File: src/rtl/irq_flag_ctrl.sv
// irq_flag_ctrl -- single-level interrupt controller placed upstream of the
// C/Z flag register.
//
// On entry it snapshots the live C/Z flags and the resume PC and redirects
// the core to a per-line vector. On return-from-interrupt it drives the flag
// register's interrupt write port for one cycle so the saved flags are
// restored.
//
// Ports:
//   clk, rst        clock, asynchronous active-low reset
//   clock_en        state advances only on enabled edges
//   irq_i           rising-edge triggered requests (N_IRQ)
//   irq_mask_i      per-line enable, 1 = enabled
//   gie_i           global interrupt enable
//   boundary_i      core at an instruction boundary
//   reti_i          return-from-interrupt decoded
//   pc_i            resume PC
//   c_i, z_i        live flags from the flag register
//   int_take_o      redirect the core to vector_o (ENTER)
//   vector_o        handler address (ENTER only, else 0)
//   ret_pc_o        saved PC
//   ack_o           one-hot acknowledge (ENTER)
//   iwe_o, intc_o, intz_o  flag-register restore port (EXIT)
//   in_isr_o        handler active
module irq_flag_ctrl #(
    parameter int          N_IRQ      = 4,
    parameter int          PC_W       = 8,
    parameter int unsigned VEC_BASE   = 32'hF0,
    parameter int unsigned VEC_STRIDE = 4
) (
    input  logic             clk,
    input  logic             rst,
    input  logic             clock_en,
    input  logic [N_IRQ-1:0] irq_i,
    input  logic [N_IRQ-1:0] irq_mask_i,
    input  logic             gie_i,
    input  logic             boundary_i,
    input  logic             reti_i,
    input  logic [PC_W-1:0]  pc_i,
    input  logic             c_i,
    input  logic             z_i,
    output logic             int_take_o,
    output logic [PC_W-1:0]  vector_o,
    output logic [PC_W-1:0]  ret_pc_o,
    output logic [N_IRQ-1:0] ack_o,
    output logic             iwe_o,
    output logic             intc_o,
    output logic             intz_o,
    output logic             in_isr_o
);

    localparam int IDX_W = (N_IRQ > 1) ? $clog2(N_IRQ) : 1;

    typedef enum logic [1:0] {S_IDLE, S_ENTER, S_ISR, S_EXIT} state_t;

    state_t             r_state;
    logic [N_IRQ-1:0]   r_pend;
    logic [N_IRQ-1:0]   r_irq_prev;
    logic [IDX_W-1:0]   r_idx;
    logic               r_saved_c;
    logic               r_saved_z;
    logic [PC_W-1:0]    r_saved_pc;

    logic               r_int_take;
    logic [PC_W-1:0]    r_vector;
    logic [N_IRQ-1:0]   r_ack;
    logic               r_iwe;
    logic               r_intc;
    logic               r_intz;
    logic               r_in_isr;

    logic [N_IRQ-1:0]   w_rise;
    logic [N_IRQ-1:0]   w_clr;
    logic [N_IRQ-1:0]   w_elig;
    logic               w_any;
    logic [IDX_W-1:0]   w_win_idx;
    logic [N_IRQ-1:0]   w_win_ack;
    logic [PC_W-1:0]    w_win_vec;

    assign w_rise = irq_i & ~r_irq_prev;
    // The line being acknowledged is retired at the end of ENTER; a fresh
    // edge on the same line in that cycle still wins (set over clear).
    assign w_clr  = (r_state == S_ENTER) ? (N_IRQ'(1) << r_idx) : '0;
    assign w_elig = r_pend & irq_mask_i;
    assign w_any  = |w_elig;

    // Lowest index wins: scan downward so the last hit is the smallest.
    always_comb begin
        w_win_idx = '0;
        for (int i = N_IRQ - 1; i >= 0; i--) begin
            if (w_elig[i]) w_win_idx = IDX_W'(i);
        end
    end

    assign w_win_ack = N_IRQ'(1) << w_win_idx;
    assign w_win_vec = PC_W'(VEC_BASE + 32'(w_win_idx) * VEC_STRIDE);

    // Outputs are registered alongside the state so they are pure functions
    // of the state just entered; gating the whole block on clock_en is what
    // stretches ENTER/EXIT pulses across disabled edges.
    always_ff @(posedge clk or negedge rst) begin
        if (!rst) begin
            r_state    <= S_IDLE;
            r_pend     <= '0;
            r_irq_prev <= '0;
            r_idx      <= '0;
            r_saved_c  <= 1'b0;
            r_saved_z  <= 1'b0;
            r_saved_pc <= '0;
            r_int_take <= 1'b0;
            r_vector   <= '0;
            r_ack      <= '0;
            r_iwe      <= 1'b0;
            r_intc     <= 1'b0;
            r_intz     <= 1'b0;
            r_in_isr   <= 1'b0;
        end else if (clock_en) begin
            r_irq_prev <= irq_i;
            r_pend     <= (r_pend & ~w_clr) | w_rise;
            case (r_state)
                S_IDLE: begin
                    if (gie_i && boundary_i && w_any) begin
                        r_state    <= S_ENTER;
                        r_idx      <= w_win_idx;
                        r_saved_c  <= c_i;
                        r_saved_z  <= z_i;
                        r_saved_pc <= pc_i;
                        r_int_take <= 1'b1;
                        r_vector   <= w_win_vec;
                        r_ack      <= w_win_ack;
                    end
                end
                S_ENTER: begin
                    r_state    <= S_ISR;
                    r_int_take <= 1'b0;
                    r_vector   <= '0;
                    r_ack      <= '0;
                    r_in_isr   <= 1'b1;
                end
                S_ISR: begin
                    // No nesting: pend keeps accumulating, gie_i is ignored.
                    if (reti_i) begin
                        r_state  <= S_EXIT;
                        r_in_isr <= 1'b0;
                        r_iwe    <= 1'b1;
                        r_intc   <= r_saved_c;
                        r_intz   <= r_saved_z;
                    end
                end
                default: begin
                    r_state <= S_IDLE;
                    r_iwe   <= 1'b0;
                    r_intc  <= 1'b0;
                    r_intz  <= 1'b0;
                end
            endcase
        end
    end

    assign int_take_o = r_int_take;
    assign vector_o   = r_vector;
    assign ret_pc_o   = r_saved_pc;
    assign ack_o      = r_ack;
    assign iwe_o      = r_iwe;
    assign intc_o     = r_intc;
    assign intz_o     = r_intz;
    assign in_isr_o   = r_in_isr;

endmodule

File: config.mk
export PLATFORM = sky130hd
export DESIGN_NAME = irq_flag_ctrl
export DESIGN_NICKNAME = d
export VERILOG_FILES = /design/src/rtl/irq_flag_ctrl.sv
export SDC_FILE = /design/constraint.sdc
export NUM_CORES = 1
export LEC_CHECK = 0
export CORE_MARGIN = 8
export CORE_UTILIZATION = 45
export DETAILED_ROUTE_END_ITERATION = 12
export PLACE_DENSITY = 0.78
export SLEW_MARGIN = 20
export SYNTH_ARGS = -nofsm -noshare
export SYNTH_HDL_FRONTEND = slang
export SYNTH_SLANG_ARGS = --single-unit
File: constraint.sdc
create_clock -name clk -period 2.15 [get_ports clk]
set_clock_uncertainty 0.05 [all_clocks]
set_input_delay 0.3225 -clock clk [delete_from_list [all_inputs] [get_ports clk]]
set_output_delay 0.3225 -clock clk [all_outputs]
set_load 0.02 [all_outputs]
Word level (Yosys, flattened, before mapping)
Index checks and enable logic that the tools add are counted.
{"block": "word_totals", "regBits": 39, "in_bits": 24, "out_inout_bits": 25}
{"block": "op_classes", "n_addsub": 1, "n_eq_ne": 4, "shift": 2, "mux": 22, "bitwise": 7, "n_reduce_logical": 12}
{"operator": "$pmux 8 s2", "n": 1}
{"operator": "$reduce_and 3->1", "n": 5}
{"operator": "$and 4x4->4", "n": 3}
{"operator": "$mux 2", "n": 6}
{"operator": "$pmux 1 s2", "n": 5}
{"operator": "$add 8x4->8 const A", "n": 1}
{"operator": "$mux 4", "n": 2}
{"operator": "$mux 8", "n": 1}
{"operator": "$not 4->4", "n": 2}
{"operator": "$pmux 4 s2", "n": 1}
{"operator": "$shl 1x2->4 const A", "n": 2}
{"operator": "$pmux 2 s3", "n": 1}
{"operator": "$mux 1", "n": 5}
{"operator": "$ne 2x2->1 const B", "n": 2}
{"operator": "$or 4x4->4", "n": 1}
{"operator": "$reduce_bool 2->1", "n": 2}
{"operator": "$reduce_or 4->1", "n": 1}
{"operator": "$eq 2x1->1 const B", "n": 1}
{"operator": "$eq 2x2->1 const B", "n": 1}
{"operator": "$logic_and 1x1->1", "n": 2}
{"operator": "$logic_not 2->1", "n": 1}
{"operator": "$reduce_or 2->1", "n": 1}
{"operator": "$not 1->1", "n": 1}

Longest topological paths before layout
{"block": "logic_depth", "word_depth": 8, "mapped_depth": 7, "mapped_depth_nobuf": 6}

Worst setup path before layout
No wires, ideal clock.
{"block": "synth_timing", "path_type": "reg-to-reg", "startpoint": "register r_state[0]", "endpoint": "register r_iwe, in the netlist iwe_o", "setup_ns": 0.125, "t_arrival_ns": 1.527, "required_time_ns": 1.975, "path_slack_ns": 0.449, "stages_incl_launch_ff": 7, "path_buffers": 0, "synth_period_minus_slack_ns": 1.701, "cell_sequence": "dfrtp_1 -> inv_1 -> ha_1 -> inv_1 -> o21ai_2 -> nor3_1 -> mux2_2"}
{"block": "synth_via", "elab_chain_cells": 4, "elab_cells_between_ends": 8}
{"element": "start, declared", "line_no": "56", "source": "state_t r_state;"}
{"element": "start signal, assigned", "line_no": "103", "source": "r_state <= S_IDLE;"}
{"element": "start signal, assigned", "line_no": "123", "source": "r_state <= S_ENTER;"}
{"element": "start signal, assigned", "line_no": "134", "source": "r_state <= S_ISR;"}
{"element": "$eq 2x1->1 or $logic_not 2->1 (tied branches)", "line_no": "120", "source": "case (r_state)"}
{"element": "$reduce_or 2->1 (no line)"}
{"element": "$not 1->1 (no line)"}
{"element": "$reduce_and 3->1 (no line)"}
{"element": "end signal, assigned", "line_no": "113", "source": "r_iwe <= 1'b0;"}
{"element": "end signal, assigned", "line_no": "145", "source": "r_iwe <= 1'b1;"}
{"element": "end signal, assigned", "line_no": "152", "source": "r_iwe <= 1'b0;"}
{"element": "end, declared", "line_no": "67", "source": "logic r_iwe;"}
Several ways; a longest one is shown, not always the timed one.
A chain may end at the register's enable or synchronous reset.

Final worst setup path
{"block": "layout_timing", "startpoint": "register r_state[0]", "endpoint": "register r_ack[2], in the netlist ack_o[2]"}
{"block": "layout_via", "elab_chain_cells": 3, "elab_cells_between_ends": 6}
{"element": "$eq 2x1->1 or $logic_not 2->1 (tied branches)", "line_no": "120"}
{"element": "$reduce_bool 2->1 (no line) or $ne 2x2->1 (tied branches)"}
{"element": "$reduce_and 3->1 (no line)"}
{"element": "end signal, assigned", "line_no": "130", "source": "r_ack <= w_win_ack;"}
{"element": "end, declared", "line_no": "66", "source": "logic [N_IRQ-1:0] r_ack;"}
Several ways; a longest one is shown, not always the timed one.

==> metrics <==
Register Area=825.8 sq um; Hold WS=325.2 ps; Unique masters post-synth=35; full die area=5509 sq um; Final Max Tran Viols=0; count of flip-flops with a built-in enable after synthesis=0; register bit total from synthesis=33; Final Power=2.700 mW; asr flop ratio synth=100.0%; required time of the critical path=2330 ps; P_int=1.700 mW; ratio of cells with drive above 1 in the final layout=18.89%; top-level I/O count=49; wire length per cell=15.37 microns; Critical Path Source Type=flip-flop; Synth top area share=54.14%; Cells after Synth=130; clock share of power=14.4%; global-route wire length before repair=5678 microns; highest clock rate=0.5477 GHz; fin worst setup slack=324.3 ps; max cap viols=0; Power Density=1287 nW/um^2; Final Wtd Congestion=0.7729; DRT antenna net count=0; RSZ-0062 raised after global routing=no; core area=3284 sq um; die height=74.22 microns; Initial Util=46.44%; # rows=21; Max Fanout on Critical Path=24; H-tree depth=2; Initial DRC Count=48; fin crit period=1826 ps; initial antenna violation count=0; register clock-pin slew on the reported worst setup and hold paths=100 ps; R2R Setup Slk=320 ps; Critical Path AT=2000 ps; Post-CTS Setup Inserts=0; LEAKAGE=0.9235 nW; port bufs=46; setup tns final=0 ps; Nets=207; top cells by count, synth=dfrtp_1, mux2_2, nand2_1, inv_1, o21ai_0; Yosys warning count=0; GRT Residual Overflow=0; pre-CTS setup slack=173.4 ps; clk root buf=clkbuf_4; Seq/Total Area, Yosys=54.14%; Sink Count=33; ys flop type=dfrtp_1; Mapped Area=1525 sq um; Residual DRC=0; Vias/cell=5.071; Final period util=84.92%; final setup fails=0; PostCTS Resize Cnt=0; clock latency on the worst-skew pair=330 ps; Num CTS Buffers=5; worst flop-to-flop path startpoint=r_state[0]$_DFFE_PN0P_; vias in the first global route=1224; maximum clock insertion buffer count=2; top cells by area, synth=dfrtp_1, mux2_2, ha_1; Pre-antenna DRT Iters=4; Worst Reg-to-Reg Cells=7; HP Class=in2async; top-count cell post-synth=dfrtp_1; Syn Area/Cell=11.73 sq um; outcome=completed; Die Span X=74.22 microns; Final Hold Fails=0; sequential power share=37.9%; GRT Total Usage=13.58%; largest net degree at the start of global routing=34; Area Overhead vs Synth=37.57%; reg2reg end=ack_o[2]$_DFFE_PN0P_; switching share of power=37.04%; Post-CTS Hold Fix Bufs=0; CP endpoint kind=flip-flop; vias after detailed routing=1146; type of the worst setup path=reg2reg; post-synth top area cell=dfrtp_1; maximum VDD drop=727.4 uV; Antenna Cells=0; area taken by multi-input logic gates=600.6 sq um; HPWL Detailed=2709 microns; fill count=267; CTS tree=yes; Sw Pwr=1.000 mW; logic gate share of total power=47.6%; Routed WL=3474 microns
==> flip-flops by register name, indices dropped and copies added (netlist names) <==
signal	cells
ret_pc_o	8
ack_o	4
r_irq_prev	4
r_pend	4
vector_o	3
r_idx	2
r_state	2
in_isr_o	1
intc_o	1
intz_o	1
iwe_o	1
r_saved_c	1
r_saved_z	1
==> how the worst max path moves through the flow <==
stage | startpoint | to | slack [ps] | depth (start not counted)
after floorplan | r_state[0]$_DFFE_PN0P_ | iwe_o$_DFFE_PN0P_ | 450 | 6
after global placement | irq_mask_i[1] | ret_pc_o[6]$_DFFE_PN0P_ | 210 | 5
after detailed placement | irq_mask_i[1] | ret_pc_o[0]$_DFFE_PN0P_ | 170 | 5
after CTS | r_state[0]$_DFFE_PN0P_ | ack_o[2]$_DFFE_PN0P_ | 320 | 7
after global routing | r_state[0]$_DFFE_PN0P_ | ack_o[2]$_DFFE_PN0P_ | 210 | 7
final | r_state[0]$_DFFE_PN0P_ | ack_o[2]$_DFFE_PN0P_ | 320 | 7
==> cell type report <==
| type | instances | area share [%] |
|---|---|---|
| multi-input combinational | 79 | 28.62 |
| sequential | 33 | 39.36 |
| clock inverter | 1 | 0.2385 |
| inverter | 9 | 1.610 |
| tap | 46 | 2.743 |
| timing repair buffer | 51 | 24.33 |
| clock buffer | 7 | 3.101 |
==> kinds of logic (layout without fill, tap and decap cells) <==
group | after synthesis | after routing | share of synthesized area, %
buffers and inverters | 19 | 68 | 6.726
AND/OR/NAND/NOR | 30 | 30 | 10.17
AO/OA/AOI/OAI | 26 | 26 | 13.04
multiplexers | 17 | 17 | 12.39
other | 1 | 2 | 0.2459
flip-flops | 33 | 33 | 54.14
adder cells (fa/ha/maj) | 4 | 4 | 3.282
==> critical path: stages (launching register included) <==
cell     delay (ps)
dfrtp_1         420
inv_1           110
ha_1            250
and4_1          260
o21ai_4         100
buf_12          170
and3_1          170
a31o_2          200
==> routing by layer <==
layer  global-route usage (%)  share of wire, %  routed length (microns)  up-vias
li1                         -                 -                        -      547
met1                    14.23                39                     1372      559
met2                    23.73                53                     1825       33
met3                    4.043               6.3                      218        7
met4                    7.609               1.6                       57        0
met5                        0                 0                        0        -
==> layout by cell type, fill, tap and decap left out, types with 2 or more instances in the layout <==
cell type,synthesis,final
conb_1,1,2
o31ai_1,4,4
clkdlybuf4s50_1,0,46
mux2i_1,2,2
buf_4,6,4
dfrtp_1,33,33
o21ai_0,9,9
a22o_1,2,2
nand3_1,7,7
nand3b_1,2,2
inv_1,9,9
clkbuf_8,0,2
mux2_2,15,15
nand2_1,11,11
and3_1,2,2
nor2_1,2,2
clkbuf_4,0,5
ha_1,4,4
==> metrics by stage <==
step | cell area (sq um) | util [%] | instances
2_1_floorplan | 1529 | - | 131
3_3_place_gp | 2028 | 61.75 | 218
3_5_place_dp | 2028 | 61.75 | 218
4_1_cts | 2098 | 63.89 | 226
5_1_grt | 2098 | 63.89 | 226
6_report | 2098 | 63.89 | 226
==> power groups by stage <==
stage	logic [mW]	clock network, mW	registers, mW
6_report	1.29	0.390	1.02
5_1_grt	1.40	0.430	1.06
4_1_cts	1.31	0.402	1.03
3_5_place_dp	1.30	0	1.04
3_3_place_gp	1.25	0	1.02
2_1_floorplan	0.563	0	1.20
No activity file was read; power rests on OpenSTA's default activity.
